`src/rtl/button_reader.sv`:
```
// Pushbutton front end: two-flop synchroniser, per-button debounce counter,
// registered press/release pulses and a toggle latch per button for LEDs.
module button_reader #(
  parameter int NBTN            = 3,
  parameter int DEBOUNCE_CYCLES = 12000,
  parameter int ACTIVE_LOW      = 1
) (
  input  logic            clk,
  input  logic            rstn,
  input  logic [NBTN-1:0] BTN,
  output logic [NBTN-1:0] pressed,
  output logic [NBTN-1:0] press,
  output logic [NBTN-1:0] release_pulse,
  output logic [NBTN-1:0] LED
);

  localparam int              CNT_W      = (DEBOUNCE_CYCLES > 1) ? $clog2(DEBOUNCE_CYCLES) : 1;
  localparam logic [CNT_W-1:0] CNT_MAX   = CNT_W'(DEBOUNCE_CYCLES - 1);
  localparam logic [NBTN-1:0] IDLE_LEVEL = (ACTIVE_LOW != 0) ? {NBTN{1'b1}} : {NBTN{1'b0}};

  logic [NBTN-1:0]  sync1_q, sync2_q;
  logic [NBTN-1:0]  raw;
  logic [CNT_W-1:0] cnt_q [NBTN];
  logic [CNT_W-1:0] cnt_d [NBTN];
  logic [NBTN-1:0]  pressed_q, pressed_d;
  logic [NBTN-1:0]  press_q, press_d;
  logic [NBTN-1:0]  release_q, release_d;
  logic [NBTN-1:0]  led_q, led_d;

  // Normalised so that 1 always means "held down" regardless of pin polarity.
  assign raw = sync2_q ^ IDLE_LEVEL;

  always_comb begin
    pressed_d = pressed_q;
    press_d   = '0;
    release_d = '0;
    led_d     = led_q ^ press_q;
    for (int i = 0; i < NBTN; i++) begin
      cnt_d[i] = '0;
      if (raw[i] != pressed_q[i]) begin
        // A reversion on the threshold cycle lands in the match branch instead, so it is never accepted.
        if (cnt_q[i] == CNT_MAX) begin
          pressed_d[i] = raw[i];
          press_d[i]   = raw[i];
          release_d[i] = ~raw[i];
        end else begin
          cnt_d[i] = cnt_q[i] + CNT_W'(1);
        end
      end
    end
  end

  always_ff @(posedge clk or negedge rstn) begin
    if (!rstn) begin
      sync1_q   <= IDLE_LEVEL;
      sync2_q   <= IDLE_LEVEL;
      pressed_q <= '0;
      press_q   <= '0;
      release_q <= '0;
      led_q     <= '0;
      for (int i = 0; i < NBTN; i++) begin
        cnt_q[i] <= '0;
      end
    end else begin
      sync1_q   <= BTN;
      sync2_q   <= sync1_q;
      pressed_q <= pressed_d;
      press_q   <= press_d;
      release_q <= release_d;
      led_q     <= led_d;
      for (int i = 0; i < NBTN; i++) begin
        cnt_q[i] <= cnt_d[i];
      end
    end
  end

  assign pressed       = pressed_q;
  assign press         = press_q;
  assign release_pulse = release_q;
  assign LED           = led_q;

endmodule

```
`config.mk`:
```
export PLATFORM = sky130hd
export DESIGN_NAME = button_reader
export DESIGN_NICKNAME = d
export VERILOG_FILES = /design/src/rtl/button_reader.sv
export SDC_FILE = /design/constraint.sdc
export NUM_CORES = 1
export LEC_CHECK = 0
export ABC_AREA = 1
export CAP_MARGIN = 10
export CORE_UTILIZATION = 45
export DETAILED_ROUTE_END_ITERATION = 10
export PLACE_DENSITY = 0.73
export SLEW_MARGIN = 20
export SYNTH_ARGS = -nofsm -noshare
export SYNTH_HDL_FRONTEND = slang
export SYNTH_SLANG_ARGS = --single-unit
```
`constraint.sdc`:
```
create_clock -name clk -period 1.6 [get_ports clk]
set_clock_uncertainty 0.05 [all_clocks]
set_input_delay 0.32 -clock clk [delete_from_list [all_inputs] [get_ports clk]]
set_output_delay 0.32 -clock clk [all_outputs]
set_load 0.01 [all_outputs]
```
==> results of run 1 <==
==> stage by stage <==
step                      total power [mW]  cells  setup slack (ns)  util (%)  hold WS (ns)
after floorplan                      1.661    356            0.3065         -      -0.02559
after global routing                 3.662    468         0.0008655     55.97        0.3117
after detailed placement             1.726    450            0.1637     51.49        0.2981
final                                3.540    468           0.03987     55.97        0.3080
after global placement               1.721    450            0.2366     51.49        0.2967
after CTS                            3.575    467           0.02116     55.66        0.3093
==> power by group through the flow <==
stage | Clock (mW) | Combinational [mW] | Sequential, mW
after global placement | 0 | 0.119 | 1.60
after global routing | 1.94 | 0.140 | 1.58
after floorplan | 0 | 0.0616 | 1.60
after detailed placement | 0 | 0.122 | 1.60
final | 1.84 | 0.122 | 1.58
after CTS | 1.87 | 0.124 | 1.58
==> worst paths after layout <==
path                                        end                        from  slack [ns]  cells past startpoint
max in group asynchronous  sync2_q[0]$_DFF_PN1_                        rstn        0.71                      3
hold / removal             sync2_q[2]$_DFF_PN1_        sync1_q[2]$_DFF_PN1_        0.31                      0
hold reg to reg            sync2_q[2]$_DFF_PN1_        sync1_q[2]$_DFF_PN1_        0.31                      0
setup reg to reg            cnt_q[20]$_DFF_PN0_         cnt_q[14]$_DFF_PN0_        0.15                      6
min in group asynchronous      LED[1]$_DFF_PN0_                        rstn        0.48                      3
setup / recovery               release_pulse[2]  release_pulse[2]$_DFF_PN0_        0.04                      1
==> logic make-up after synthesis <==
logic type / count (synthesis) / synth area share [%]
AOI/OAI and AO/OA: 18 / 3.421
xor gates and xnor gates: 14 / 4.040
adders and majority gates: 6 / 2.473
buffers and inverters: 38 / 4.699
DFF: 60 / 49.71
and+or+nand+nor: 220 / 35.65
==> area by class of cell <==
cell class	instances	area (um2)	area share, %
clock inverter	7	146.4	4.072
multi-input combinational	259	1403	39.02
sequential	60	1510	42.01
tap	77	96.34	2.680
clock buffer	9	123.9	3.446
inverter	38	142.6	3.968
timing repair buffer	18	172.7	4.803
==> per-layer routing <==
| layer | track usage [%] | wire length [um] |
|---|---|---|
| met5 | 0 | 0 |
| met4 | 11.13 | 127 |
| met3 | 3.736 | 299 |
| met2 | 30.40 | 2828 |
| met1 | 24.02 | 2782 |
==> Yosys cell counts <==
library cell | instances | area share (%)
sky130_fd_sc_hd__dfrtp_1 | 54 | 45
sky130_fd_sc_hd__nand2_4 | 3 | 1.1
sky130_fd_sc_hd__o21bai_1 | 1 | 0.25
sky130_fd_sc_hd__xnor2_1 | 3 | 0.87
sky130_fd_sc_hd__ha_1 | 6 | 2.5
sky130_fd_sc_hd__a21oi_1 | 6 | 0.99
sky130_fd_sc_hd__nand3_2 | 6 | 2.0
sky130_fd_sc_hd__nor3b_1 | 2 | 0.49
sky130_fd_sc_hd__nand2_2 | 7 | 1.4
sky130_fd_sc_hd__inv_2 | 3 | 0.37
sky130_fd_sc_hd__o21ai_1 | 2 | 0.33
sky130_fd_sc_hd__nor2_4 | 5 | 1.9
sky130_fd_sc_hd__nor2_1 | 66 | 8.2
sky130_fd_sc_hd__nand2_8 | 1 | 0.66
sky130_fd_sc_hd__nor3_1 | 4 | 0.66
sky130_fd_sc_hd__o21ai_2 | 1 | 0.29
sky130_fd_sc_hd__a21o_1 | 2 | 0.49
sky130_fd_sc_hd__nand2_1 | 66 | 8.2
sky130_fd_sc_hd__nand3_1 | 32 | 5.3
sky130_fd_sc_hd__xor2_1 | 11 | 3.2
sky130_fd_sc_hd__nand3b_1 | 2 | 0.49
sky130_fd_sc_hd__o21ai_0 | 4 | 0.66
sky130_fd_sc_hd__inv_1 | 35 | 4.3
sky130_fd_sc_hd__nand4_1 | 9 | 1.9
sky130_fd_sc_hd__a31oi_1 | 2 | 0.41
sky130_fd_sc_hd__nor2_2 | 17 | 3.5
sky130_fd_sc_hd__dfstp_2 | 6 | 5.2
==> flip-flops by register name, indices dropped and copies added (netlist names) <==
name           count
sync1_q            3
sync2_q            3
LED                3
release_pulse      3
pressed            3
press              3
cnt_q             42
==> worst register-to-register path: stages (launching register included) <==
cell and delay (ns):
sky130_fd_sc_hd__dfrtp_1 0.41, sky130_fd_sc_hd__ha_1 0.22, sky130_fd_sc_hd__nand2_1 0.13, sky130_fd_sc_hd__nor2_4 0.18, sky130_fd_sc_hd__nand3_4 0.14, sky130_fd_sc_hd__nand2_4 0.14, sky130_fd_sc_hd__nor2_1 0.07
==> repair_timing <==
| item | CTS | global route |
|---|---|---|
| hold buffers | 1 | 0 |
| pin swaps | 0 | 1 |
| endpoints found under the hold margin | 54 | 0 |
| setup endpoints to repair | 10 | 10 |
| cloned | 0 | 1 |
| gates resized for setup | 10 | 3 |
==> qor_table.md, run 1 <==
| Metric | Value | Unit |
|---|---|---|
| Flop and latch count out of synthesis | 60 | - |
| Clock tree sinks | 60 | - |
| Effective utilization at floorplan | 47.26 | % |
| Max-cap violation count | 0 | - |
| Worst setup EP type | primary output | - |
| Shortest period the worst path allows | 1.560 | ns |
| Worst Max-Slew Pin Slew | 0.3481 | ns |
| Initial DRC Count | 100 | - |
| Violated checks | DRC | - |
| Global-route total usage across every layer | 18.97 | % |
| Standard cell with the maximum stage delay on the critical path | sky130_fd_sc_hd__clkdlybuf4s50_1 | - |
| Combinational share of power | 3.4 | % |
| Clock Tree Buf Depth | 2 | - |
| Sequential Power Share | 44.5 | % |
| Pint | 2.792 | mW |
| Count of synthesis-stage warnings from yosys | 0 | - |
| Std cell rows | 29 | - |
| Power density over cell area | 984.8 | nW/um2 |
| Congestion Overflow GR | 0 | - |
| Number of nets at the end of the flow | 397 | - |
| Half-perimeter wire length after placement | 4119 | um |
| Syn Nets | 367 | - |
| Wire length of the first global-routing pass | 10630 | um |
| Routability-driven placement congestion ratio | 0.9259 | - |
| Avg Inst Size Synth | 8.526 | um2 |
| Level count of the clock H-tree | 3 | - |
| Leakage component of the power | 1.658 | nW |
| Area growth from synthesis to final layout | 18.43 | % |
| Critical-path cell list | clkdlybuf4s50_1 | - |
| Required time of the critical path | 1.23 | ns |
| Launching element type of the critical path | flip-flop | - |
| Final Max Tran Viols | 0 | - |
| Routed vias | 2420 | - |
| Number of placed I/O pins | 17 | - |
| Worst IR Drop VDD | 433.2 | uV |
| Maximum number of pins on one net before global-route repair | 61 | - |
| Crit path buffers/inverters | 1 | - |
| X dimension of the die | 84.13 | um |
| Largest stage delay on the critical path | 0.53 | ns |
| Number of buffers inserted by port buffering | 16 | - |
| Routed wirelength normalized by instance count | 12.90 | um |
| Final-report hold violation count | 0 | - |
| Number of nets still failing antenna checks after routing | 0 | - |
| Hold WC Path Type | flip-flop to flip-flop | - |
| Status | complete, but fails checks | - |
| Final wirelength | 6038 | um |
| Clock insertion delay at the later pin of the skew report | 0.34 | ns |
| Top library cells by usage in the layout, fill and taps aside | 66 x sky130_fd_sc_hd__nand2_1, 66 x sky130_fd_sc_hd__nor2_1, 53 x sky130_fd_sc_hd__dfrtp_1 | - |
| Maximum achievable frequency | 0.6410 | GHz |
| DRC violation count after routing | 4 | - |
| Root buffer cell | sky130_fd_sc_hd__clkbuf_8 | - |
| Switch Pwr | 0.7480 | mW |
| Clock Pin Slew Worst Setup and Hold Paths | 0.08 | ns |
| Final Instance Area | 3595 | um2 |
| Sw Share | 21.13 | % |
| Number of diodes | 0 | - |
| Remaining max-slew budget at the tightest pin | 76.73 | % |
| DIE HEIGHT | 84.13 | um |
| Arrival time of the worst setup path | 1.19 | ns |
| Share of layout cells above drive strength 1 | 17.65 | % |
| Clock group share of total power | 52.0 | % |
| Vias in the first global route | 2383 | - |
| Unique masters post-synth | 27 | - |
| Sequential element share of the synthesized area | 49.71 | % |
| Number of iterations in the first detailed-routing pass | 8 | - |
| CP delay by family, top | buffers and inverters | - |
| Layout filler cell count | 592 | - |
| Path type of the worst setup path | flip-flop to primary output | - |
| Share of the clock period used by the worst path | 97.51 | % |
| Buffers inserted by post-CTS timing repair | 0 | - |
| Count of final setup violators | 0 | - |
| Setup TNS Final | 0 | ns |
| Clock buffers created by TritonCTS | 9 | - |
| Detailed-route vias per instance | 5.171 | - |
| Instance count of the mapped netlist | 356 | - |
| Placed inst area | 3307 | um2 |
| Unrepaired setup endpoints after global routing | no | - |
| Area of the mapped netlist | 3035 | um2 |
| Area of the placeable core | 6422 | um2 |
| Antenna violations before repair | 0 | - |
| TritonCTS clock tree | done | - |
| Full die area | 7078 | um2 |
| Max Fanout on Critical Path | 1 | - |
No activity file was read; power rests on OpenSTA's default activity.
==> run 2: changes to the inputs <==
- REMOVE_ABC_BUFFERS: not set -> 1
==> results of run 2 <==
Same layout as run 1: the final DEF is identical, and so are final timing and power.
==> run 3: changes to the inputs <==
- GPL_ROUTABILITY_DRIVEN: not set -> 0
==> run 3 against run 2 <==
- the run still ends with DRC left
- global-route usage shrank 0.99 points
- wire length decreased by 5.9%
- final area is 1.9% lower
- sequential cell count unchanged
- register-to-register slack better by 0.03 ns
- clock power shrank 26%
- fmax is 8.8% higher
==> qor_table.md, run 3 (synthesized netlist as in run 1, its figures left out) <==
| Metric | Value | Unit | Delta |
|---|---|---|---|
| Final Instance Area | 3527 | um2 | -1.9% |
| Final wirelength | 5684 | um | -5.9% |
| Clock group share of total power | 44.6 | % | -7.4 points |
| Initial DRC Count | 134 | - | +34% |
| Max Fanout on Critical Path | 4 | - | +3 |
| Global-route total usage across every layer | 17.98 | % | -0.99 points |
| Switch Pwr | 0.7521 | mW | +0.54% |
| Full die area | 7078 | um2 | unchanged |
| Number of nets at the end of the flow | 397 | - | unchanged |
| Number of diodes | 0 | - | unchanged |
| Routed wirelength normalized by instance count | 12.15 | um | -5.9% |
| Required time of the critical path | 1.23 | ns | about the same |
| Final Max Tran Viols | 0 | - | unchanged |
| Buffers inserted by post-CTS timing repair | 0 | - | unchanged |
| Effective utilization at floorplan | 47.26 | % | unchanged |
| Routed vias | 2345 | - | -3.1% |
| Max-cap violation count | 0 | - | unchanged |
| DIE HEIGHT | 84.13 | um | unchanged |
| Vias in the first global route | 2193 | - | -8.0% |
| Clock Tree Buf Depth | 2 | - | unchanged |
| Max reg flops | 42 | - | unchanged |
| Clock Pin Slew Worst Setup and Hold Paths | 0.08 | ns | about the same |
| Logic depth of the worst setup path including buffers | 1 | - | unchanged |
| Critical-path cell list | dlygate4sd2_1 | - |  |
| Status | complete, but fails checks | - |  |
| Violated checks | DRC | - |  |
| Reg-to-Reg Start | cnt_q[28]$_DFF_PN0_ | - |  |
| Crit path buffers/inverters | 1 | - | unchanged |
| Worst Max-Slew Pin Slew | 0.3528 | ns | +0.004675 ns |
| Worst Min Path Start | sync1_q[0]$_DFF_PN1_ | - |  |
| Unrepaired setup endpoints after global routing | no | - |  |
| Number of nets still failing antenna checks after routing | 0 | - | unchanged |
| Worst reg-to-reg setup slack | 0.18 | ns | +0.03 ns |
| Clock buffers created by TritonCTS | 9 | - | unchanged |
| Reg2Reg Capture Point | cnt_q[33]$_DFF_PN0_ | - |  |
| Worst Hold Margin | 0.3089 | ns | +0.0008930 ns |
| X dimension of the die | 84.13 | um | unchanged |
| Layout filler cell count | 571 | - | -3.5% |
| Combinational share of power | 4.1 | % | +0.7 points |
| Wire length of the first global-routing pass | 9901 | um | -6.8% |
| Largest stage delay on the critical path | 0.42 | ns | -0.11 ns |
| Setup TNS Final | 0 | ns | unchanged |
| Maximum number of pins on one net before global-route repair | 31 | - | -49% |
| Hold path cells | 0 | - | unchanged |
| Arrival time of the worst setup path | 1.06 | ns | -0.13 ns |
| Congestion Overflow GR | 0 | - | unchanged |
| Share of layout cells above drive strength 1 | 17.39 | % | -0.26 points |
| Number of buffers inserted by port buffering | 16 | - | unchanged |
| Clock tree sinks | 60 | - | unchanged |
| Minimum setup slack in the final design | 0.1661 | ns | +0.1263 ns |
| CP delay by family, top | flip-flops | - |  |
| Clock insertion delay at the later pin of the skew report | 0.35 | ns | about the same |
| Hold WC Path Type | flip-flop to flip-flop | - |  |
| Antenna violations before repair | 0 | - | unchanged |
| Power density over cell area | 870.6 | nW/um2 | -12% |
| Maximum achievable frequency | 0.6974 | GHz | +8.8% |
| Shortest period the worst path allows | 1.434 | ns | -0.1263 ns |
| TritonCTS clock tree | done | - |  |
| Pint | 2.319 | mW | -17% |
| Remaining max-slew budget at the tightest pin | 76.42 | % | -0.31 points |
| Depth of the most critical reg-to-reg path | 8 | - | +2 |
| Standard cell with the maximum stage delay on the critical path | sky130_fd_sc_hd__dfrtp_1 | - |  |
| Level count of the clock H-tree | 3 | - | unchanged |
| Sw Share | 24.49 | % | +3.4 points |
| Worst setup timing slack at the placement stage | 0.1889 | ns | +0.02524 ns |
| Half-perimeter wire length after placement | 4148 | um | +0.71% |
| Number of placed I/O pins | 17 | - | unchanged |
| Leakage component of the power | 1.654 | nW | -0.30% |
| Placed inst area | 3327 | um2 | +0.61% |
| Number of iterations in the first detailed-routing pass | 7 | - | -1 |
| Register with the most flip-flops | cnt_q | - |  |
| Std cell rows | 29 | - | unchanged |
| Final-report hold violation count | 0 | - | unchanged |
| Detailed-route vias per instance | 5.011 | - | -3.1% |
| Root buffer cell | sky130_fd_sc_hd__clkbuf_8 | - |  |
| Path type of the worst setup path | flip-flop to primary output | - |  |
| Worst IR Drop VDD | 476.7 | uV | +10% |
| Hold Crit Endpoint | sync2_q[0]$_DFF_PN1_ | - |  |
| DRC violation count after routing | 5 | - | +1 |
| Share of the clock period used by the worst path | 89.62 | % | -7.9 points |
| Launching element type of the critical path | flip-flop | - |  |
| Sequential Power Share | 51.3 | % | +6.8 points |
| Top library cells by usage in the layout, fill and taps aside | 66 x sky130_fd_sc_hd__nand2_1, 66 x sky130_fd_sc_hd__nor2_1, 54 x sky130_fd_sc_hd__dfrtp_1 | - |  |
| Worst setup EP type | primary output | - |  |
| Count of final setup violators | 0 | - | unchanged |
| Area growth from synthesis to final layout | 16.20 | % |  |
| Area of the placeable core | 6422 | um2 | unchanged |
==> run 3: cell type report <==
class	instances	area, um2	share of cell area, %
clock buffers	9	123.9	3.512
flip-flops and latches	60	1509	42.78
well taps	77	96.34	2.731
clock inverters	7	77.57	2.199
repair buffers	19	193.9	5.498
multi-input cells	258	1384	39.23
inverters	38	142.6	4.044
==> run 3: power by group through the flow <==
stage	clock network (mW)	registers, mW	logic, mW
floorplan	0	1.60	0.0616
global placement	0	1.60	0.125
detailed placement	0	1.60	0.126
CTS	1.41	1.58	0.129
global route	1.49	1.58	0.147
finish	1.37	1.58	0.125
==> run 3: metal layers <==
| metal | part of all wire (%) | GRT usage (%) |
|---|---|---|
| met5 | 0 | 0 |
| met4 | 1.8 | 7.053 |
| met3 | 3.7 | 5.900 |
| met2 | 46 | 28.32 |
| met1 | 49 | 23.10 |
==> run 3: worst max path at each step <==
| stage | from | endpoint |
|---|---|---|
| 6_report | pressed[1]$_DFFE_PN0P_ | pressed[1] |
| 5_1_grt | cnt_q[28]$_DFF_PN0_ | cnt_q[37]$_DFF_PN0_ |
| 4_1_cts | release_pulse[1]$_DFF_PN0_ | release_pulse[1] |
| 3_5_place_dp | cnt_q[28]$_DFF_PN0_ | cnt_q[37]$_DFF_PN0_ |
| 3_3_place_gp | cnt_q[28]$_DFF_PN0_ | cnt_q[34]$_DFF_PN0_ |
| 2_1_floorplan | cnt_q[28]$_DFF_PN0_ | cnt_q[34]$_DFF_PN0_ |
==> run 3: repair_timing <==
item	CTS	global route
setup endpoints to repair	11	1
hold endpoints to repair	10	0
resized for setup	11	1
pin swaps	0	0
hold buffers	1	0
==> run 3: metrics by stage <==
step                      instances  power [mW]  utilization [%]
after detailed placement        451       1.730            51.80
final                           468       3.071            54.92
after floorplan                 356       1.661                -
after global routing            468       3.214            54.92
after global placement          451       1.727            51.80
after CTS                       468       3.118            54.88
